### src/rtl/pcm_dc_remover_pkg.sv
// Shared width helpers for the PCM DC remover.
package pcm_dc_remover_pkg;

    // The extra bit above SW+SHIFT leaves headroom for a full-scale input step.
    function automatic int dcrm_acc_width(input int sw, input int shift);
        return sw + shift + 1;
    endfunction

endpackage

### src/rtl/pcm_dcrm_sat.sv
// Signed saturator from SW+1 bits down to SW bits, with an overflow flag.
// Compiled only when DCRM_SAT_EN is defined; the wrapping build does not use it.
`ifdef DCRM_SAT_EN
module pcm_dcrm_sat #(
    parameter int SW = 8
) (
    input  logic signed [SW:0]   din,
    output logic signed [SW-1:0] dout,
    output logic                 ovf
);

    always_comb begin
        ovf = din[SW] ^ din[SW-1];
        if (!ovf)
            dout = din[SW-1:0];
        else if (din[SW])
            dout = {1'b1, {(SW-1){1'b0}}};
        else
            dout = {1'b0, {(SW-1){1'b1}}};
    end

endmodule
`endif

### src/rtl/pcm_dc_remover.sv
// Leaky-integrator DC remover for 8-bit PCM feeding the mixer.
// Define DCRM_SAT_EN for a saturating output with a clip flag; otherwise dout wraps.
module pcm_dc_remover
    import pcm_dc_remover_pkg::*;
#(
    parameter int SW        = 8,
    parameter int SHIFT     = 8,
    parameter int SIGNED_IN = 0
) (
    input  logic          clk,
    input  logic          rst_n,
    input  logic          sample,
    input  logic [SW-1:0] din,
    output logic [SW-1:0] dout,
    output logic [SW-1:0] dc,
    output logic          clip
);

    localparam int AW = dcrm_acc_width(SW, SHIFT);

    logic signed [SW-1:0] din_s;
    logic signed [AW-1:0] acc;
    logic signed [AW-1:0] acc_shr;
    logic signed [AW-1:0] acc_nxt;
    logic signed [SW-1:0] dc_s;
    logic signed [SW:0]   diff;
    logic        [SW-1:0] dout_nxt;

    always_comb begin
        if (SIGNED_IN != 0)
            din_s = din;
        else
            din_s = {~din[SW-1], din[SW-2:0]};
    end

    // Floor shift, so a constant input settles with dc equal to the input exactly.
    assign acc_shr = acc >>> SHIFT;
    assign dc_s    = acc_shr[SW-1:0];
    assign dc      = dc_s;
    assign diff    = {din_s[SW-1], din_s} - {dc_s[SW-1], dc_s};
    assign acc_nxt = acc + {{(AW-SW){din_s[SW-1]}}, din_s} - acc_shr;

`ifdef DCRM_SAT_EN
    logic sat_ovf;

    pcm_dcrm_sat #(
        .SW   (SW)
    ) u_sat (
        .din  (diff),
        .dout (dout_nxt),
        .ovf  (sat_ovf)
    );

    always_ff @(posedge clk or negedge rst_n) begin
        if (!rst_n)
            clip <= 1'b0;
        else if (sample)
            clip <= sat_ovf;
    end
`else
    logic diff_msb_unused;

    assign diff_msb_unused = diff[SW];
    assign dout_nxt        = diff[SW-1:0];
    assign clip            = 1'b0;
`endif

    always_ff @(posedge clk or negedge rst_n) begin
        if (!rst_n) begin
            acc  <= '0;
            dout <= '0;
        end else if (sample) begin
            acc  <= acc_nxt;
            dout <= dout_nxt;
        end
    end

endmodule

### config.mk
export PLATFORM = sky130hd
export DESIGN_NAME = pcm_dc_remover
export DESIGN_NICKNAME = d
export VERILOG_FILES = /design/src/rtl/pcm_dc_remover_pkg.sv /design/src/rtl/pcm_dcrm_sat.sv /design/src/rtl/pcm_dc_remover.sv
export SDC_FILE = /design/constraint.sdc
export NUM_CORES = 1
export LEC_CHECK = 0
export CORE_AREA = 3 3 80 82
export DETAILED_ROUTE_END_ITERATION = 16
export DIE_AREA = 0 0 83 85
export PLACE_DENSITY = 0.65
export RECOVER_POWER = 100
export SYNTH_ARGS = -nofsm -noshare
export SYNTH_HDL_FRONTEND = slang
export SYNTH_SLANG_ARGS = --single-unit
### constraint.sdc
create_clock -name clk -period 3.3 [get_ports clk]
set_clock_uncertainty 0.05 [all_clocks]
set_input_delay 0.33 -clock clk [delete_from_list [all_inputs] [get_ports clk]]
set_output_delay 0.33 -clock clk [all_outputs]
set_load 0.02 [all_outputs]
==> run_results.csv, run 1 <==
group,metric,value,unit
place,port_buffers,26,
grt,grt_max_degree,35,
logic_synthesis,syn_nets,341,
floorplanning,die_w,83,um
cts,clk_pin_slew,0.10,ns
cts,cts_hold_buf,0,
logic_synthesis,synth_top_area_share,24.2,%
setup_path,crit_start,"din[1]",
place,gp_congestion,0.896,
timing,rsz0062_at_grt,"false",
logic_synthesis,ys_seq_area_share,24.2,%
logic_synthesis,synth_area_leaders,"dfrtp_1, fa_1, ha_1",
timing,tightest_slew,1.45,ns
timing,period_needed,3.04,ns
floorplanning,rows,28,
timing,hold_violations,0,
run_status,status,"completed",
setup_path,timing.rr.end,"acc[15]$_DFFE_PN0P_",
timing,report.final.slew_viol_count,0,
cts,cts_buffers,3,
setup_path,cp-endpoint,"acc[11]$_DFFE_PN0P_",
timing,max_freq,329,MHz
layout,finalCoreUtilization,51.2,%
floorplanning,die_h,85,um
setup_path,crit_path_max_fanout,3,
logic_synthesis,syn-cell-area,2580,sq um
logic_synthesis,ys_ff_latch,25,
grt,grt_usage,17.5,%
setup_path,cp.arrival,3.15,ns
logic_synthesis,ys_types,47,
grt,overflow,0,
layout,layout.cells.non_filler,390,
layout,area_growth,15.3,%
logic_synthesis,synthFlopType,"dfrtp_1",
logic_synthesis,synth_area_per_cell,9.01,sq um
cts,clk_latency,0.29,ns
place,hpwl,4.54,mm
cts,cts_tree,"built",
drt,route.detailed.drc,0,
grt,antenna_found_initial,0,
floorplanning,core-area,5820,sq um
floorplanning,top_level_ports,28,
floorplanning,die_area,7060,sq um
timing,timing.final.crit_share,92.1,%
cts,clock_sinks,25,
drt,avgRoutedWirePerCell,14.6,um
logic_synthesis,postSynthCellCount,287,
cts,clk_path_buf_depth,2,
setup_path,timing.rr.start,"acc[11]$_DFFE_PN0P_",
setup_path,crit_path_start_kind,"input pin",
timing,hold_ws,0.431,ns
logic_synthesis,ys_async_sr_fraction,100,%
drt,ant_nets,0,
cts,cts_resized,0,
setup_path,crit_type,"in -> reg",
setup_path,required,3.41,ns
cts,post_cts_buffers,0,
timing,slew_headroom,3.15,%
setup_path,worstSetupEndpointType,"flip-flop",
layout,n_fill_cell,583,
setup_path,reg2reg_slack,0.41,ns
setup_path,worstRegToRegCells,9,
drt,drt_wl_total,5.68,mm
layout,num_antenna_cells,0,
drt,via_count,2095,
place,dp_cells,386,
logic_synthesis,synth_edf_count,0,
timing,setup_viol,0,
worst_hold_path,hp-class,"reg -> reg",
grt,first_global_vias,2082,
floorplanning,start_util,44.4,%
grt,grt_first_pass_wirelength,9.96,mm
drt,vias_per_cell,5.37,
layout,drive_gt1_share,7.94,%
logic_synthesis,yosys.area.top_type,"dfrtp_1",
drt,drt_iter0_drc,90,
cts,htreeDepth,1,
layout,nNetsFinal,370,
cts,cts_root_buffer,"clkbuf_8",
logic_synthesis,ys_warn_count,0,
timing,setup-tns-final,0,ns
flow_run,drv_cap,0,
drt,drt_first_pass_iters,4,
[how the worst min path moves through the flow]
stage,cells past startpoint,slack (ns),end,startpoint
floorplan,0,-0.02,acc[0]$_DFFE_PN0P_,rst_n
global placement,1,0.42,dout[4]$_DFFE_PN0P_,dout[4]$_DFFE_PN0P_
detailed placement,1,0.42,acc[4]$_DFFE_PN0P_,acc[4]$_DFFE_PN0P_
CTS,2,0.38,dout[0]$_DFFE_PN0P_,rst_n
global route,2,0.47,dout[3]$_DFFE_PN0P_,dout[3]$_DFFE_PN0P_
finish,1,0.43,dout[4]$_DFFE_PN0P_,dout[4]$_DFFE_PN0P_
[critical path: stages]
cell and delay [ns]:
dlygate4sd3_1 0.55, inv_1 0.08, fa_1 0.53, inv_1 0.07, ha_1 0.29, a21oi_1 0.21, o211ai_1 0.22, a31o_4 0.31
a31oi_1 0.29, xor2_1 0.19, a21oi_1 0.08
[kinds of logic (layout without fill, tap and decap cells)]
| family | after synthesis | after routing | synth area share (%) |
|---|---|---|---|
| flops | 25 | 25 | 24.2 |
| xor+xnor | 13 | 13 | 4.40 |
| compound gates | 71 | 71 | 18.9 |
| fa+ha+maj | 43 | 43 | 25.8 |
| buf+inv | 63 | 91 | 10.5 |
| simple gates | 60 | 60 | 11.8 |
| other cells | 1 | 1 | 0.145 |
| mux | 11 | 11 | 4.40 |
[flip-flops by register name, indices dropped and copies added (netlist names)]
signal and flops:
acc 17, dout 8
[stage by stage]
stage	setup slack, ns	instance area (sq um)
floorplan	0.356	2580
global placement	-0.0128	2960
detailed placement	-0.0245	2960
CTS	0.275	3000
global route	0.0944	2980
finish	0.262	2980
[Yosys cell counts, drive strengths merged (2+ instances only)]
cell type and instances:
and2 2, ha 26, o21bai 3, nor3 3, o31ai 2, o21ai 17
dfrtp 25, nand3 7, buf 9, a21o 11, nor2b 3, a211oi 2
fa 17, inv 45, nand2 19, or3 4, mux2 3, nor2 9
clkbuf 9, mux2i 8, nand4 2, a21oi 15, xnor2 6, xor2 7
o2111ai 2, and3 6, o21a 2, a31oi 5, and4 2, o211ai 4
[metal layers]
metal	vias to the layer above	wire length [um]	global-route usage, %
met5	-	0	0
met4	0	141	5.65
met3	11	163	2.91
met2	44	2760	30.1
met1	1006	2620	22.5
li1	1034	-	-
[cell type report]
class                   count  area [sq um]  area share [%]
clock buffers               3          41.3            1.39
inverters                  45           169            5.67
repair buffers             42           377            12.6
flip-flops and latches     25           626            21.0
clock inverters             1          5.00           0.168
well taps                  75          93.8            3.15
multi-input cells         199          1670            56.0
[layout by cell type, fill, tap and decap left out, types with 2 or more instances in the layout]
cell type and n:
clkbuf_4 2, a21o_1 10, nor2_1 9, mux2_2 3
inv_1 45, clkbuf_8 3, o21a_1 2, fa_1 17
nand2_1 19, nand3_1 6, nor3_1 3, dlygate4sd3_1 20
dfrtp_1 25, and4_1 2, o21ai_1 2, xor2_1 7
o211ai_1 4, xnor2_1 6, o21bai_1 3, nand4_1 2
buf_4 13, and3_1 6, o2111ai_1 2, o21ai_0 15
clkdlybuf4s50_1 6, a31oi_1 5, a211oi_1 2, mux2i_1 8
nor2b_1 3, o31ai_1 2, a21oi_1 15, ha_1 26
or3_1 4
Power of run 1 is left out: the tool's default activity adds up to more than one toggle a clock period on the data nets, which glitch-free logic cannot reach.
==> run 2, diff against run 1 <==
--- a/config.mk
+++ b/config.mk
@@ -5,10 +5,11 @@
 export SDC_FILE = /design/constraint.sdc
 export NUM_CORES = 1
 export LEC_CHECK = 0
+export ABC_CLOCK_PERIOD_IN_PS = 3300
 export CORE_AREA = 3 3 80 82
 export DETAILED_ROUTE_END_ITERATION = 16
 export DIE_AREA = 0 0 83 85
-export PLACE_DENSITY = 0.65
+export PLACE_DENSITY_LB_ADDON = 0.08
 export RECOVER_POWER = 100
 export SYNTH_ARGS = -nofsm -noshare
 export SYNTH_HDL_FRONTEND = slang
==> run_results.csv, run 2 (synthesis gave the netlist of run 1 again) <==
group,metric,value,unit
run_status,status,"complete, but fails checks",
run_status,violations,"max-capacitance violations, max-slew violations",
cts,clock_sinks,25,
layout,area_growth,17.6,%
cts,post_cts_buffers,0,
grt,first_global_vias,2077,
drt,ant_nets,0,
cts,cts_tree,"built",
timing,max_freq,329,MHz
timing,tightest_slew,1.56,ns
cts,clk_pin_slew,0.10,ns
flow_run,drv_cap,1,
place,hpwl,4.81,mm
floorplanning,die_area,7060,sq um
setup_path,crit_path_max_fanout,3,
drt,drt_wl_total,5.94,mm
grt,antenna_found_initial,0,
setup_path,worstSetupEndpointType,"flip-flop",
setup_path,worstRegToRegCells,9,
grt,overflow,0,
floorplanning,core-area,5820,sq um
layout,layout.cells.non_filler,397,
setup_path,required,3.40,ns
timing,slew_headroom,-3.67,%
timing,hold_violations,0,
layout,largest_register_ffs,17,
cts,htreeDepth,1,
floorplanning,die_h,85,um
setup_path,timing.rr.start,"acc[9]$_DFFE_PN0P_",
place,gp_congestion,0.829,
floorplanning,die_w,83,um
timing,setup-tns-final,0,ns
layout,largest_register,"acc",
drt,avgRoutedWirePerCell,15.0,um
layout,drive_gt1_share,10.2,%
layout,final_cell_mix,"inv_1, ha_1, dfrtp_1, dlygate4sd3_1, buf_4",
cts,cts_root_buffer,"clkbuf_8",
drt,drt_iter0_drc,84,
cts,cts_hold_buf,0,
setup_path,crit_start,"din[1]",
grt,grt_max_degree,35,
grt,grt_usage,17.7,%
timing,period_needed,3.04,ns
floorplanning,top_level_ports,28,
place,pre_cts_ws,0.0342,ns
grt,grt_first_pass_wirelength,10.0,mm
timing,timing.final.crit_share,92.2,%
drt,route.detailed.drc,0,
layout,nNetsFinal,377,
cts,cts_buffers,3,
timing,setup_viol,0,
cts,clk_path_buf_depth,2,
timing,rsz0062_at_grt,"false",
floorplanning,rows,28,
worst_hold_path,hp-start,"acc[4]$_DFFE_PN0P_",
place,dp_cells,393,
drt,vias_per_cell,5.28,
worst_hold_path,whs_endpoint,"acc[4]$_DFFE_PN0P_",
drt,via_count,2097,
timing,report.final.slew_viol_count,26,
layout,reg_top3,"acc (17), dout (8)",
timing,worst_slack,0.258,ns
setup_path,crit_type,"in -> reg",
floorplanning,start_util,44.4,%
layout,num_antenna_cells,0,
cts,clk_latency,0.28,ns
drt,drt_first_pass_iters,5,
layout,final_common_cell,"inv_1",
layout,n_fill_cell,577,
setup_path,crit_path_start_kind,"input pin",
setup_path,reg2reg_slack,0.44,ns
cts,cts_resized,0,
setup_path,timing.rr.end,"acc[11]$_DFFE_PN0P_",
setup_path,cp.arrival,3.15,ns
worst_hold_path,min_path_cells,1,
worst_hold_path,hp-class,"reg -> reg",
place,port_buffers,26,
==> run 2: cell types whose count changed in the layout (fill, tap and decap cells not counted), sizes merged <==
cell and change:
buf +7
==> run 2: final cells by class <==
cell class	count	area, sq um	share of cell area, %
clock inverters	1	5.00	0.165
multi-input cells	199	1680	55.3
clock buffers	3	41.3	1.36
inverters	45	169	5.56
repair buffers	49	425	14.0
flip-flops and latches	25	626	20.6
well taps	75	93.8	3.09
==> run 2: per-stage QoR <==
step                      cell area [sq um]  hold slack (ns)  util [%]
after floorplan                        2580          -0.0156         -
after global placement                 3010            0.412      51.8
after detailed placement               3010            0.417      51.8
after CTS                              3060            0.371      52.6
after global routing                   3040            0.463      52.3
final                                  3040            0.438      52.3
==> run 2: how the worst max path moves through the flow <==
stage | end | slack, ns | cells after the start
4_1_cts | acc[14]$_DFFE_PN0P_ | 0.33 | 11
3_5_place_dp | acc[14]$_DFFE_PN0P_ | 0.03 | 11
5_1_grt | acc[10]$_DFFE_PN0P_ | 0.10 | 12
6_report | acc[11]$_DFFE_PN0P_ | 0.26 | 11
2_1_floorplan | acc[13]$_DFFE_PN0P_ | 0.36 | 9
3_3_place_gp | acc[13]$_DFFE_PN0P_ | 0.06 | 11
==> run 2: metal layers <==
metal  vias to the layer above  GRT usage, %  wire [um]
li1                       1048             -          -
met1                      1002          23.5       2790
met2                        43          31.4       2870
met3                         4          2.14        235
met4                         0          3.12         42
met5                         -             0          0
==> run 2: worst max-delay path, cell delays in order <==
cell and delay [ns]:
dlygate4sd3_1 0.56, inv_1 0.08, fa_1 0.54, inv_1 0.07
ha_1 0.29, a21oi_1 0.24, o211ai_2 0.18, a31o_4 0.29
a31oi_2 0.28, xor2_1 0.20, a21oi_1 0.09
Power of run 2 is left out for the same reason.
==> run 3, diff against run 2 <==
--- a/config.mk
+++ b/config.mk
@@ -11,6 +11,7 @@
 export DIE_AREA = 0 0 83 85
 export PLACE_DENSITY_LB_ADDON = 0.08
 export RECOVER_POWER = 100
+export REMOVE_ABC_BUFFERS = 1
 export SYNTH_ARGS = -nofsm -noshare
 export SYNTH_HDL_FRONTEND = slang
 export SYNTH_SLANG_ARGS = --single-unit
==> run_results.csv, run 3 (synthesis gave the netlist of run 1 again) <==
group,metric,value,unit
run_status,status,"completed",
layout,largest_register_ffs,17,
timing,report.final.slew_viol_count,0,
grt,use_met3,2.23,%
setup_path,crit_path_max_fanout,6,
cts,clock_sinks,25,
cts,clk_latency,0.27,ns
timing,hold_violations,0,
cts,post_cts_buffers,0,
setup_path,crit_path_start_kind,"input pin",
drt,vias_per_cell,5.29,
cts,cts_tree,"built",
timing,max_freq,332,MHz
cts,cts_root_buffer,"clkbuf_8",
layout,area_growth,15.6,%
grt,top_usage_layer,"met2",
timing,timing.final.crit_share,91.4,%
layout,layout.cells.non_filler,392,
layout,final_common_cell,"inv_1",
layout,final_cell_mix,"inv_1, ha_1, dfrtp_1, nand2_1, dlygate4sd3_1",
drt,drt_first_pass_iters,5,
grt,grt_max_degree,35,
cts,cts_buffers,3,
layout,nNetsFinal,372,
place,dp_cells,388,
place,port_buffers,26,
floorplanning,core-area,5820,sq um
worst_hold_path,hp-class,"reg -> reg",
cts,cts_resized,0,
cts,htreeDepth,1,
place,pre_cts_ws,-0.0151,ns
grt,use_met1,22.4,%
layout,num_antenna_cells,0,
floorplanning,die_area,7060,sq um
timing,slew_headroom,2.29,%
setup_path,worstSetupEndpointType,"flip-flop",
drt,route.detailed.drc,0,
place,hpwl,4.63,mm
drt,avgRoutedWirePerCell,14.9,um
grt,grt_usage,17.5,%
drt,ant_nets,0,
floorplanning,start_util,44.4,%
timing,worst_slack,0.284,ns
floorplanning,die_h,85,um
grt,grt_use_met2,31.6,%
cts,clk_pin_slew,0.09,ns
timing,tightest_slew,1.47,ns
grt,antenna_found_initial,0,
grt,grt_first_pass_wirelength,10.1,mm
grt,overflow,0,
grt,first_global_vias,2163,
place,gp_congestion,0.809,
setup_path,cp.arrival,3.12,ns
drt,drt_iter0_drc,59,
floorplanning,rows,28,
flow_run,drv_cap,0,
layout,largest_register,"acc",
cts,cts_hold_buf,0,
setup_path,crit_type,"in -> reg",
floorplanning,die_w,83,um
floorplanning,top_level_ports,28,
layout,drive_gt1_share,7.89,%
timing,setup_viol,0,
timing,rsz0062_at_grt,"false",
timing,period_needed,3.02,ns
setup_path,required,3.40,ns
drt,via_count,2072,
cts,clk_path_buf_depth,2,
layout,reg_top3,"acc (17), dout (8)",
drt,drt_wl_total,5.85,mm
[run 3: through the flow]
step / hold WS [ns] / setup TNS [ns] / utilization, % / area [sq um]
final: 0.431 / 0 / 51.4 / 2990
after global routing: 0.459 / 0 / 51.4 / 2990
after CTS: 0.400 / 0 / 51.9 / 3020
after detailed placement: 0.419 / -0.0151 / 51.1 / 2970
after global placement: 0.417 / 0 / 51.1 / 2970
after floorplan: -0.0156 / 0 / - / 2480
[run 3: per-layer routing]
layer  vias up  part of all wire [%]
met5         -                     0
met1       996                    47
met4         0                   1.2
met3         9                   2.4
met2        32                    49
li1       1035                     -
[run 3: worst paths after layout]
check / from / endpoint / slack (ns) / depth (start not counted)
worst max register to register: acc[16]$_DFFE_PN0P_ / acc[13]$_DFFE_PN0P_ / 0.39 / 9
worst max-delay path: din[7] / acc[13]$_DFFE_PN0P_ / 0.28 / 10
worst min-delay path: dout[4]$_DFFE_PN0P_ / dout[4]$_DFFE_PN0P_ / 0.43 / 1
min in group asynchronous: rst_n / dout[0]$_DFFE_PN0P_ / 0.89 / 2
max in group asynchronous: rst_n / acc[15]$_DFFE_PN0P_ / 1.46 / 2
worst min register to register: dout[4]$_DFFE_PN0P_ / dout[4]$_DFFE_PN0P_ / 0.43 / 1
[run 3: area by class of cell]
type / instances / area (sq um)
fill: 600 / 2830
multi-input combinational: 199 / 1670
sequential: 25 / 626
timing repair buffer: 44 / 385
inverter: 45 / 169
tap: 75 / 93.8
clock buffer: 4 / 45.0
[run 3: critical path, stage by stage]
cell	delay, ns
clkdlybuf4s50_1	0.40
inv_1	0.24
clkbuf_2	0.27
fa_1	0.42
ha_1	0.38
and2_0	0.24
and3_1	0.18
a222oi_1	0.32
mux2i_1	0.23
o211ai_1	0.10
Power of run 3 is left out for the same reason.
